<file path="src/rtl/tlb_data_xlate_if.sv">
// Request/response bus between the memory-stage address generator, the
// data translation stage and the data cache / bus interface.
interface tlb_data_xlate_if #(
    parameter int unsigned PA_W = 32
);
    // Request side: virtual address from the memory stage
    logic            req_valid;
    logic            req_ready;
    logic [31:0]     req_vaddr;
    logic            req_store;
    logic [1:0]      req_size;

    // Response side: translated address or exception
    logic            resp_valid;
    logic            resp_ready;
    logic [PA_W-1:0] resp_paddr;
    logic            resp_uncached;
    logic            resp_exc;
    logic [4:0]      resp_exc_code;
    logic            resp_refill;
    logic [31:0]     resp_badvaddr;

    // Requester / response consumer
    modport master (
        output req_valid, req_vaddr, req_store, req_size, resp_ready,
        input  req_ready, resp_valid, resp_paddr, resp_uncached, resp_exc,
               resp_exc_code, resp_refill, resp_badvaddr
    );

    // Translation stage
    modport slave (
        input  req_valid, req_vaddr, req_store, req_size, resp_ready,
        output req_ready, resp_valid, resp_paddr, resp_uncached, resp_exc,
               resp_exc_code, resp_refill, resp_badvaddr
    );
endinterface

</file>
<file path="src/rtl/tlb_data_xlate.sv">
// Data-side address translation stage: segment decode, TLB lookup on the
// data port of the line array, exception prioritisation and a one-entry
// registered response stage with valid/ready handshake.
module tlb_data_xlate #(
    parameter int unsigned VPN_W = 19,
    parameter int unsigned PFN_W = 24,
    parameter int unsigned PA_W  = 32
) (
    input  logic                 clk,
    input  logic                 rst,
    input  logic                 flush_i,
    tlb_data_xlate_if.slave      bus,
    output logic [VPN_W-1:0]     tlb_vpn_o,
    output logic                 tlb_unmapped_o,
    output logic                 tlb_load_store_o,
    input  logic                 tlb_hit_i,
    input  logic [2*PFN_W-1:0]   tlb_pfn_i,
    input  logic [1:0]           tlb_v_i,
    input  logic [1:0]           tlb_d_i,
    output logic [31:0]          miss_count_o
);

    localparam int unsigned PG_W  = 12;
    localparam int unsigned CNT_W = 32;

    localparam logic [4:0] EXC_MOD  = 5'd1;
    localparam logic [4:0] EXC_TLBL = 5'd2;
    localparam logic [4:0] EXC_TLBS = 5'd3;
    localparam logic [4:0] EXC_ADEL = 5'd4;
    localparam logic [4:0] EXC_ADES = 5'd5;

    typedef struct packed {
        logic [PA_W-1:0] paddr;
        logic            uncached;
        logic            exc;
        logic [4:0]      exc_code;
        logic            refill;
        logic [31:0]     badvaddr;
    } resp_t;

    resp_t              resp_q, resp_d, lookup;
    logic               resp_valid_q, resp_valid_d;
    logic [CNT_W-1:0]   miss_q, miss_d;

    logic               accept;
    logic               kseg0, kseg1, unmapped;
    logic               page_sel;
    logic [PFN_W-1:0]   pfn_sel;
    logic               v_sel, d_sel;
    logic               misaligned;
    logic               lookup_miss;
    logic               unused_pfn_hi;

    // Handshake: one-entry stage, accept whenever it is empty or draining
    assign bus.req_ready = ~flush_i & (~resp_valid_q | bus.resp_ready);
    assign accept        = bus.req_valid & bus.req_ready;

    // TLB data-port drive
    assign tlb_vpn_o        = bus.req_vaddr[31:31-VPN_W+1];
    assign tlb_unmapped_o   = unmapped;
    assign tlb_load_store_o = accept;

    // Segment decode, page-pair select and exception prioritisation
    always_comb begin
        kseg0       = (bus.req_vaddr[31:29] == 3'b100);
        kseg1       = (bus.req_vaddr[31:29] == 3'b101);
        unmapped    = kseg0 | kseg1;
        page_sel    = bus.req_vaddr[PG_W];
        pfn_sel     = page_sel ? tlb_pfn_i[2*PFN_W-1:PFN_W] : tlb_pfn_i[PFN_W-1:0];
        v_sel       = page_sel ? tlb_v_i[1] : tlb_v_i[0];
        d_sel       = page_sel ? tlb_d_i[1] : tlb_d_i[0];
        lookup_miss = 1'b0;

        // Size 3 falls into the word case
        case (bus.req_size)
            2'd0:    misaligned = 1'b0;
            2'd1:    misaligned = bus.req_vaddr[0];
            default: misaligned = |bus.req_vaddr[1:0];
        endcase

        lookup          = '0;
        lookup.badvaddr = bus.req_vaddr;
        lookup.uncached = kseg1;
        if (unmapped) begin
            lookup.paddr = PA_W'(bus.req_vaddr & 32'h1FFF_FFFF);
        end else begin
            lookup.paddr = {pfn_sel[PA_W-PG_W-1:0], bus.req_vaddr[PG_W-1:0]};
        end

        if (misaligned) begin
            lookup.exc      = 1'b1;
            lookup.exc_code = bus.req_store ? EXC_ADES : EXC_ADEL;
        end else if (!unmapped && !tlb_hit_i) begin
            lookup.exc      = 1'b1;
            lookup.exc_code = bus.req_store ? EXC_TLBS : EXC_TLBL;
            lookup.refill   = 1'b1;
            lookup_miss     = 1'b1;
        end else if (!unmapped && !v_sel) begin
            lookup.exc      = 1'b1;
            lookup.exc_code = bus.req_store ? EXC_TLBS : EXC_TLBL;
        end else if (!unmapped && bus.req_store && !d_sel) begin
            lookup.exc      = 1'b1;
            lookup.exc_code = EXC_MOD;
        end
    end

    // PFN bits above the physical address range are not used
    assign unused_pfn_hi = ^pfn_sel[PFN_W-1:PA_W-PG_W];

    // Response stage and refill counter next state
    always_comb begin
        resp_d       = resp_q;
        resp_valid_d = resp_valid_q;
        miss_d       = miss_q;
        if (accept) begin
            resp_d       = lookup;
            resp_valid_d = 1'b1;
            if (lookup_miss && (miss_q != {CNT_W{1'b1}})) begin
                miss_d = miss_q + CNT_W'(1);
            end
        end else if (flush_i) begin
            resp_valid_d = 1'b0;
        end else if (resp_valid_q && bus.resp_ready) begin
            resp_valid_d = 1'b0;
        end
    end

    // State registers with synchronous reset
    always_ff @(posedge clk) begin
        if (rst) begin
            resp_q       <= '0;
            resp_valid_q <= 1'b0;
            miss_q       <= '0;
        end else begin
            resp_q       <= resp_d;
            resp_valid_q <= resp_valid_d;
            miss_q       <= miss_d;
        end
    end

    assign bus.resp_valid    = resp_valid_q;
    assign bus.resp_paddr    = resp_q.paddr;
    assign bus.resp_uncached = resp_q.uncached;
    assign bus.resp_exc      = resp_q.exc;
    assign bus.resp_exc_code = resp_q.exc_code;
    assign bus.resp_refill   = resp_q.refill;
    assign bus.resp_badvaddr = resp_q.badvaddr;
    assign miss_count_o      = miss_q;

endmodule

</file>
<file path="src/flat_wrapper.sv">
// flat-port wrapper written by rule: the top's interface ports become plain ports
module tlb_data_xlate_flat 
#(
    parameter int unsigned VPN_W = 19,
    parameter int unsigned PFN_W = 24,
    parameter int unsigned PA_W  = 32
)
  (clk, rst, flush_i, tlb_vpn_o, tlb_unmapped_o, tlb_load_store_o, tlb_hit_i, tlb_pfn_i, tlb_v_i, tlb_d_i, miss_count_o, bus_req_valid, bus_req_vaddr, bus_req_store, bus_req_size, bus_resp_ready, bus_req_ready, bus_resp_valid, bus_resp_paddr, bus_resp_uncached, bus_resp_exc, bus_resp_exc_code, bus_resp_refill, bus_resp_badvaddr);
  tlb_data_xlate_if #(.PA_W(PA_W)) bus_i ();
  input  logic clk;
  input  logic rst;
  input  logic flush_i;
  output logic [VPN_W-1:0] tlb_vpn_o;
  output logic tlb_unmapped_o;
  output logic tlb_load_store_o;
  input  logic tlb_hit_i;
  input  logic [2*PFN_W-1:0] tlb_pfn_i;
  input  logic [1:0] tlb_v_i;
  input  logic [1:0] tlb_d_i;
  output logic [31:0] miss_count_o;
  input wire logic [$bits(bus_i.req_valid)-1:0] bus_req_valid;
  input wire logic [$bits(bus_i.req_vaddr)-1:0] bus_req_vaddr;
  input wire logic [$bits(bus_i.req_store)-1:0] bus_req_store;
  input wire logic [$bits(bus_i.req_size)-1:0] bus_req_size;
  input wire logic [$bits(bus_i.resp_ready)-1:0] bus_resp_ready;
  output wire logic [$bits(bus_i.req_ready)-1:0] bus_req_ready;
  output wire logic [$bits(bus_i.resp_valid)-1:0] bus_resp_valid;
  output wire logic [$bits(bus_i.resp_paddr)-1:0] bus_resp_paddr;
  output wire logic [$bits(bus_i.resp_uncached)-1:0] bus_resp_uncached;
  output wire logic [$bits(bus_i.resp_exc)-1:0] bus_resp_exc;
  output wire logic [$bits(bus_i.resp_exc_code)-1:0] bus_resp_exc_code;
  output wire logic [$bits(bus_i.resp_refill)-1:0] bus_resp_refill;
  output wire logic [$bits(bus_i.resp_badvaddr)-1:0] bus_resp_badvaddr;
  assign bus_i.req_valid = bus_req_valid;
  assign bus_i.req_vaddr = bus_req_vaddr;
  assign bus_i.req_store = bus_req_store;
  assign bus_i.req_size = bus_req_size;
  assign bus_i.resp_ready = bus_resp_ready;
  assign bus_req_ready = bus_i.req_ready;
  assign bus_resp_valid = bus_i.resp_valid;
  assign bus_resp_paddr = bus_i.resp_paddr;
  assign bus_resp_uncached = bus_i.resp_uncached;
  assign bus_resp_exc = bus_i.resp_exc;
  assign bus_resp_exc_code = bus_i.resp_exc_code;
  assign bus_resp_refill = bus_i.resp_refill;
  assign bus_resp_badvaddr = bus_i.resp_badvaddr;
  tlb_data_xlate #(.VPN_W(VPN_W), .PFN_W(PFN_W), .PA_W(PA_W)) u_core (.clk(clk), .rst(rst), .flush_i(flush_i), .bus(bus_i), .tlb_vpn_o(tlb_vpn_o), .tlb_unmapped_o(tlb_unmapped_o), .tlb_load_store_o(tlb_load_store_o), .tlb_hit_i(tlb_hit_i), .tlb_pfn_i(tlb_pfn_i), .tlb_v_i(tlb_v_i), .tlb_d_i(tlb_d_i), .miss_count_o(miss_count_o));
endmodule
</file>
<file path="config.mk">
export PLATFORM = sky130hd
export DESIGN_NAME = tlb_data_xlate_flat
export DESIGN_NICKNAME = d
export VERILOG_FILES = /design/src/rtl/tlb_data_xlate_if.sv /design/src/rtl/tlb_data_xlate.sv /design/src/flat_wrapper.sv
export SDC_FILE = /design/constraint.sdc
export NUM_CORES = 1
export LEC_CHECK = 0
export ABC_AREA = 1
export ABC_CLOCK_PERIOD_IN_PS = 2000
export BUFFER_PORTS_ARGS = -buffer_cell sky130_fd_sc_hd__buf_2
export CORE_MARGIN = 1
export CORE_UTILIZATION = 45
export DETAILED_ROUTE_END_ITERATION = 6
export PLACE_DENSITY = 0.77
export SLEW_MARGIN = 10
export SYNTH_ARGS = -nofsm -noshare
export SYNTH_HDL_FRONTEND = slang
export SYNTH_SLANG_ARGS = --single-unit
</file>
<file path="constraint.sdc">
create_clock -name clk -period 2 [get_ports clk]
set_input_delay 0.2 -clock clk [delete_from_list [all_inputs] [get_ports clk]]
set_output_delay 0.2 -clock clk [all_outputs]
set_load 0.02 [all_outputs]
</file>
## Yosys cells after proc, flatten, opt, wreduce, memory -nomap -nowiden

Index checks and enable logic that the tools add are counted.

- Register bits: 105
- Bits in latches: 0
- RAM bits: 0
- Memory bits (read-only): 0
- Bits of input ports: 93
- Output and inout bits: 127
- Word-level logic and storage cells: 49
- Memories kept: 0

- Add/sub/neg operators: 1
- $mul: 0
- Div/mod/pow operators: 0
- $lt $le $gt $ge: 0
- Eq/ne operators: 4
- Shift-type cells: 0
- Mux-type cells: 16
- Bitwise operators: 6
- Reductions and logical operators: 14

Operator list:

| kind | count |
|---|---|
| $add A32 B1 Y32 const B | 1 |
| $mux W32 | 1 |
| $ne A32 B32 Y1 const B | 1 |
| $mux W6 | 4 |
| $mux W20 | 1 |
| $mux W1 | 9 |
| $eq A3 B3 Y1 const B | 2 |
| $logic_and A1 B1 Y1 | 6 |
| $logic_not A1 Y1 | 4 |
| $reduce_bool A3 Y1 | 1 |
| $and A1 B1 Y1 | 2 |
| $eq A2 B1 Y1 const B | 1 |
| $logic_not A2 Y1 | 1 |
| $not A1 Y1 | 2 |
| $or A1 B1 Y1 | 2 |
| $pmux W1 S2 | 1 |
| $reduce_and A2 Y1 | 1 |
| $reduce_or A2 Y1 | 1 |

## Longest topological paths before layout

Gate-level depths: netlist of run 1.

- Word-level depth: 9
- Gate-level depth with buffers: 11

## Worst setup path after synthesis of run 1

Ideal clock, no wire load.

- Kind: register to register
- Start: register u_core.miss_q[0] (netlist: u_core.miss_count_o[0])
- End: register u_core.miss_q[19] (netlist: u_core.miss_count_o[19])
- Setup time: 0.140 ns
- Data arrival time: 1.763 ns
- Slack: 0.096 ns
- Cell stages (with the launch flop): 12
- Path buffers: 1
- Cell sequence: dfxtp_1 > ha_1 > nand2_2 > nor2_4 > nand2_4 > nor2_8 > nand3_4 > nand2_8 > inv_2 > buf_6 > nand2_1 > a21oi_2

- Word-level cells in the longest chain between the ends: 3
- Elaborated cells between the ends (all ways): 4
- Those cells by class: 1 x add/sub; 1 x eq/ne; 2 x reduce/logical

Ends and longest elaborated chain:

| what | line | text |
|---|---|---|
| start: declaration | tlb_data_xlate.sv:43 | `logic [CNT_W-1:0] miss_q, miss_d;` |
| start signal: assignment | tlb_data_xlate.sv:137 | `miss_q <= miss_d;` |
| branches (longest 3 deep; another with $add A32 B1 Y32) | - |  |

Several ways; the timed one is not identified.
A chain may end at the register's enable or synchronous reset.

## Final worst setup path of run 1

- Start: register u_core.miss_q[1] (netlist: u_core.miss_count_o[1])
- End: register u_core.miss_q[14] (netlist: u_core.miss_count_o[14])

Same word-level chain as after synthesis.

==> run_results.csv, run 1 <==
group,metric,value,unit
status,status,"completed",
setup_path,critPathBufInv,1,
min_path,worstHoldPathType,"input pin to flop",
setup_path,cp_max_fo,11,
sta,min_period,1.82,ns
setup_path,cp.arrival,2.10,ns
sta,worst_pin_slew,0.549,ns
drt,final_antenna_net_count,0,
drt,routedWlPerCell,13.7,um
clocking,cts_sinks,91,
power_and_ir_drop,internal-power,2.70,mW
power_and_ir_drop,switching_share,0.289,
job,cap_viol_max_count,0,
setup_path,cp-end-kind,"flop",
drt,vias_per_cell,5.00,
setup_path,critPathKind,"flop to flop",
clocking,tritoncts,"done",
setup_path,cp_slowest_cell,"dfxtp_2",
drt,drt-total-wl,14300,um
synthesis,synth-edff-count,0,
place,io_buffer_count,209,
finish,fillCellCount,1046,
drt,vias,5245,
clocking,root_buffer,"clkbuf_8",
clocking,clockBufferDepth,2,
floorplanning,die-area,0.0113,sq mm
synthesis,yosys.area.top_type,"dfxtp_1",
synthesis,synthArstFlopShare,0,
power_and_ir_drop,powerDensity,616,mW/mm^2
power_and_ir_drop,p_clk_frac,0.342,
min_path,hold_depth,2,
sta,final_hold_viol_count,0,
setup_path,worst-r2r-cell-count,10,
global_route,grt_start_max_net_pins,58,
setup_path,timing.rr.end,"u_core.miss_count_o[14]",
sta,rsz0062_at_grt,"false",
power_and_ir_drop,pwr-share-comb,0.156,
min_path,min-delay-start,"flush_i",
synthesis,synth_common_cells,"nand2_1, dfxtp_1, a21oi_1, nor2_1, nand3_1",
power_and_ir_drop,p_seq_frac,0.502,
sta,timing.fmax,548,MHz
synthesis,synth_ff_type,"dfxtp_1",
sta,whs,0.0509,ns
finish,syn_to_final_growth,25.7,%
setup_path,crit_chain,"ha_2, nand2_2, nor2_4, nand2_4, nor2_8, nand3_4, nand2_8, buf_4, nand2_1, a21oi_1",
place,gp_congestion,0.960,
finish,nets,1001,
clocking,insertion_delay,0.35,ns
power_and_ir_drop,p_leak,2.79,nW
drt,first_pass_iters,6,
place,place_inst,1032,
floorplanning,rows,37,
synthesis,synth_top_area_share,0.371,
sta,finalSetupViolCount,0,
setup_path,startpoint,"u_core.miss_count_o[1]",
setup_path,critPathLaunchType,"flop",
floorplanning,die_w,106,um
global_route,grt_pass1_vias,4522,
power_and_ir_drop,peakVddDrop,0.326,mV
synthesis,yosys_warnings,0,
synthesis,ys_types,35,
synthesis,synthCells,724,
place,place_hpwl,10500,um
setup_path,reg2reg_slack,0.18,ns
setup_path,worstReg2RegStart,"u_core.miss_count_o[1]",
drt,drtIter0Drc,335,
synthesis,yosys-top-cells-area,"dfxtp_1, nand2_1, a21oi_1, nor2_1, buf_4",
setup_path,worstPathRequired,2.28,ns
clocking,cts_made_buffers,9,
clocking,post_cts_resized,0,
finish,diodes,0,
synthesis,netlist_area,0.00490,sq mm
global_route,grtUsageTotal,0.248,
global_route,grt_overflow,0,
synthesis,ys_seq_elements,91,
sta,slew_violations,0,
synthesis,ys_seq_area_frac,0.371,
global_route,grt_pass1_wl,22300,um
power_and_ir_drop,power,3.80,mW
sta,fin_skew,0.0190,ns
clocking,path_clk_slew,0.10,ns
floorplanning,die_h,106,um
sta,relSlewSlack,0.634,
clocking,ctsHtreeMaxLevel,3,
synthesis,syn_avg_cell_area,6.77,sq um
power_and_ir_drop,p_sw,1.10,mW
synthesis,yosysMostFrequentCell,"nand2_1",
drt,route.detailed.drc,0,
finish,finalNonFillerCells,1048,
global_route,antenna_found_initial,0,
setup_path,critPathMaxStageDelay,0.38,ns
sta,setup_tns,0,ns
clocking,holdBufCountCts,0,
min_path,whs_endpoint,"u_core.bus.resp_valid",
sta,finalCritPeriodShare,0.912,
floorplanning,io-pin-count,220,
finish,drive_gt1_frac,0.325,
setup_path,path_delay_family,"simple AND/OR/NAND/NOR gates",
clocking,postCtsSetupRepairBufs,0,
floorplanning,core_area,0.0105,sq mm
floorplanning,initial_utilization,0.469,
[placed cells by master (no fill, tap or decap), types with 2 or more instances in the layout]
cell        netlist  routed
nor2_4            3       3
conb_1            1       2
a21oi_1          87      87
mux2i_1           2       2
buf_12            1       2
xnor2_1           5       5
o21ai_0          24      24
nor2_1           81      81
clkinvlp_4        0       3
nor3_1           19      19
a21oi_2          10      10
nand2_1         206     206
nand2_2          15      15
nor2_2            6       6
nand4_1           5       5
nand3b_1         11      11
inv_1            28      28
xor2_1            6       6
buf_4            33      29
nand3_1          43      43
o211ai_1          2       2
dfxtp_1          91      90
clkbuf_8          0      10
buf_2             6     209
[power groups by stage]
stage                     Clock [mW]  Combinational [mW]  Sequential (mW)
after floorplan                    0               0.308             2.02
after CTS                       1.32               0.595             1.90
after global placement             0               0.591             1.94
final                           1.30               0.592             1.90
after detailed placement           0               0.594             1.95
after global routing            1.40               0.648             1.91
[area by class of cell]
class / count / area, sq um / share of cell area
Multi-Input combinational cell: 536 / 2560 / 0.415
Tap cell: 136 / 170 / 0.0276
Clock inverter: 5 / 61.3 / 0.00994
Timing Repair Buffer: 240 / 1300 / 0.211
Clock buffer: 11 / 141 / 0.0229
Inverter: 29 / 109 / 0.0177
Sequential cell: 91 / 1820 / 0.296
[how the worst max path moves through the flow]
stage                              endpoint  cells past startpoint  slack, ns
detailed placement  u_core.miss_count_o[14]                     10       0.10
global placement    u_core.miss_count_o[30]                     10       0.16
CTS                 u_core.miss_count_o[28]                     10       0.09
floorplan           u_core.miss_count_o[19]                     11        0.1
finish              u_core.miss_count_o[14]                     10       0.18
global route        u_core.miss_count_o[14]                     10       0.03
[cells by family (layout without fill, tap and decap cells)]
| kind of cell | after synthesis | count (layout) | share of synthesized area |
|---|---|---|---|
| and+or+nand+nor | 395 | 395 | 0.356 |
| AOI/OAI and AO/OA | 125 | 125 | 0.137 |
| buffers and inverters | 98 | 285 | 0.108 |
| DFF | 91 | 91 | 0.371 |
| xor gates and xnor gates | 11 | 11 | 0.0196 |
| muxes | 2 | 2 | 0.00408 |
| adders and majority gates | 1 | 1 | 0.00255 |
| other | 1 | 2 | 0.000765 |
[layer usage]
metal  global-route usage  wire, um  share of wire  vias to the layer above
li1                     -         -              -                     2673
met1                0.327      6340           0.44                     2365
met2                0.418      6840           0.48                      194
met3               0.0454      1030          0.072                       13
met4               0.0556       108         0.0075                        0
met5                    0         0              0                        -
[through the flow]
stage	util	setup WS, ns	cell area [sq um]
after floorplan	-	0.0964	4910
after global placement	0.570	0.161	5960
after detailed placement	0.570	0.104	5960
after CTS	0.589	0.0948	6160
after global routing	0.589	0.0292	6170
final	0.589	0.175	6170
[sequential cells by signal (all words and copies together), names as in the netlist]
| register | cells |
|---|---|
| u_core.bus.resp_badvaddr | 32 |
| u_core.miss_count_o | 32 |
| u_core.bus.resp_paddr | 20 |
| u_core.bus.resp_exc_code | 3 |
| u_core.bus.resp_exc | 1 |
| u_core.bus.resp_refill | 1 |
| u_core.bus.resp_uncached | 1 |
| u_core.bus.resp_valid | 1 |
[worst register-to-register path, delay by kind of cell, from the launching register on]
kind | cells | cell delay (ns)
simple gates | 7 | 0.83
flops | 1 | 0.38
fa+ha+maj | 1 | 0.22
buf+inv | 1 | 0.20
compound gates | 1 | 0.13
Note: power is estimated with default switching activity, not from simulation.
==> run 2: changes to the inputs <==
- CORE_ASPECT_RATIO: default -> 0.5
- SETUP_SLACK_MARGIN: default -> 0.05
==> run 2 against run 1 <==
Effect of this change:
- clock power is 64% higher
- die area up 0.22%
- global-route usage rose by 1.1 points
- core utilization up 2.2 points
- worst setup slack gained 0.021 ns
- critical path type is now flop to output port
- largest cell class unchanged
- largest power group is now the clock network
==> run_results.csv, run 2 (synthesis gave the netlist of run 1 again) <==
group,metric,value,unit
sta,worst_pin_slew,0.618,ns
power_and_ir_drop,p_leak,2.88,nW
clocking,insertion_delay,0.35,ns
global_route,grt_pass1_vias,4597,
place,gp_congestion,0.906,
sta,setup_tns,0,ns
min_path,worstHoldPathType,"input pin to flop",
sta,timing.fmax,555,MHz
sta,finalSetupViolCount,0,
sta,relSlewSlack,0.588,
place,io_buffer_count,209,
drt,final_antenna_net_count,0,
sta,min_period,1.80,ns
finish,nets,1001,
setup_path,cp-end-kind,"output port",
setup_path,critPathLaunchType,"flop",
drt,vias_per_cell,5.06,
floorplanning,io-pin-count,220,
setup_path,cp_max_fo,29,
drt,first_pass_iters,5,
clocking,ctsHtreeMaxLevel,3,
finish,fillCellCount,993,
place,place_hpwl,10900,um
sta,whs,0.0442,ns
clocking,clockBufferDepth,2,
global_route,grtUsageTotal,0.259,
power_and_ir_drop,power,4.64,mW
floorplanning,die-area,0.0113,sq mm
sta,final_hold_viol_count,0,
setup_path,cp.arrival,1.60,ns
setup_path,worstPathRequired,1.80,ns
clocking,cts_sinks,91,
clocking,tritoncts,"done",
global_route,grt_overflow,0,
clocking,path_clk_slew,0.07,ns
power_and_ir_drop,peakVddDrop,0.552,mV
sta,finalCritPeriodShare,0.902,
clocking,holdBufCountCts,0,
finish,drive_gt1_frac,0.326,
drt,route.detailed.drc,0,
floorplanning,die_w,150,um
global_route,antenna_found_initial,1,
drt,routedWlPerCell,14.1,um
floorplanning,rows,26,
finish,layout_commonest_cell,"buf_2",
job,cap_viol_max_count,0,
drt,vias,5321,
clocking,root_buffer,"clkbuf_16",
sta,fin_skew,0.0136,ns
sta,rsz0062_at_grt,"false",
sta,slew_violations,0,
drt,drtIter0Drc,366,
drt,drt-total-wl,14800,um
finish,syn_to_final_growth,29.8,%
status,status,"completed",
floorplanning,initial_utilization,0.471,
floorplanning,core_area,0.0104,sq mm
global_route,grt_pass1_wl,22900,um
power_and_ir_drop,powerDensity,729,mW/mm^2
floorplanning,die_h,75.8,um
finish,diodes,0,
finish,layout_common_cells,"buf_2, nand2_1, dfxtp_1",
global_route,grt_start_max_net_pins,53,
setup_path,critPathKind,"flop to output port",
clocking,cts_made_buffers,9,
## run 2: cell types whose count changed in the layout (fill, tap and decap cells not counted)
| cell | before | now |
|---|---|---|
| buf_12 | 2 | 4 |
| buf_4 | 29 | 27 |
| bufinv_16 | 1 | 4 |
| clkbuf_1 | 1 | 0 |
| clkbuf_16 | 0 | 9 |
| clkbuf_8 | 10 | 0 |
| clkinv_4 | 0 | 1 |
| clkinvlp_4 | 3 | 0 |
| inv_2 | 1 | 0 |
| inv_4 | 0 | 1 |
| inv_6 | 1 | 2 |
## run 2: critical path, cell delays in order (launching register included)
cell	delay, ns
dfxtp_1	0.31
nand2_1	0.06
inv_1	0.05
nor2_2	0.16
nand2_2	0.12
inv_1	0.17
buf_12	0.20
buf_2	0.18
## run 2: cell type report
cell class                 count  area (sq um)  share of cell area
multi-input combinational    536          2560               0.402
sequential                    91          1820               0.286
timing repair buffer         240          1330               0.209
clock buffer                   9           225              0.0354
tap                          140           175              0.0275
clock inverter                 7           146              0.0230
inverter                      29           111              0.0175
## run 2: worst paths after layout
| path | startpoint | to | slack, ns | depth (start not counted) |
|---|---|---|---|---|
| worst min-delay path | flush_i | u_core.bus.resp_valid | 0.04 | 2 |
| worst min register to register | u_core.bus.resp_exc | u_core.bus.resp_exc | 0.46 | 2 |
| worst max-delay path | u_core.bus.resp_valid | tlb_load_store_o | 0.20 | 7 |
| worst max register to register | u_core.miss_count_o[1] | u_core.miss_count_o[28] | 0.21 | 10 |
## run 2: power breakdown
group	switching (mW)	leakage, nW	internal [mW]
clock	0.775	0.181	1.36
sequential	0.0311	0.741	1.87
combinational	0.389	1.96	0.214
total	1.19	2.88	3.45
## run 2: repair_timing
item / 4_1_cts / 5_1_grt
setup buffers: 0 / 2
endpoints found under the setup margin: 0 / 26
endpoints found under the hold margin: 0 / 0
gates resized for setup: 0 / 7
## run 2: stage by stage
step                      setup slack, ns  instances  cell area (sq um)   util
after detailed placement            0.105       1034               5950  0.572
after CTS                          0.0746       1050               6320  0.607
final                               0.197       1052               6370  0.612
after global routing               0.0627       1052               6370  0.612
after global placement              0.156       1034               5950  0.572
after floorplan                    0.0964        725               4910      -
## run 2: metal layers
layer | track usage | routed length, um | vias up
met2 | 0.438 | 7100 | 182
met5 | 0 | 13 | -
li1 | - | - | 2677
met3 | 0.0539 | 921 | 18
met1 | 0.337 | 6640 | 2442
met4 | 0.0782 | 153 | 2
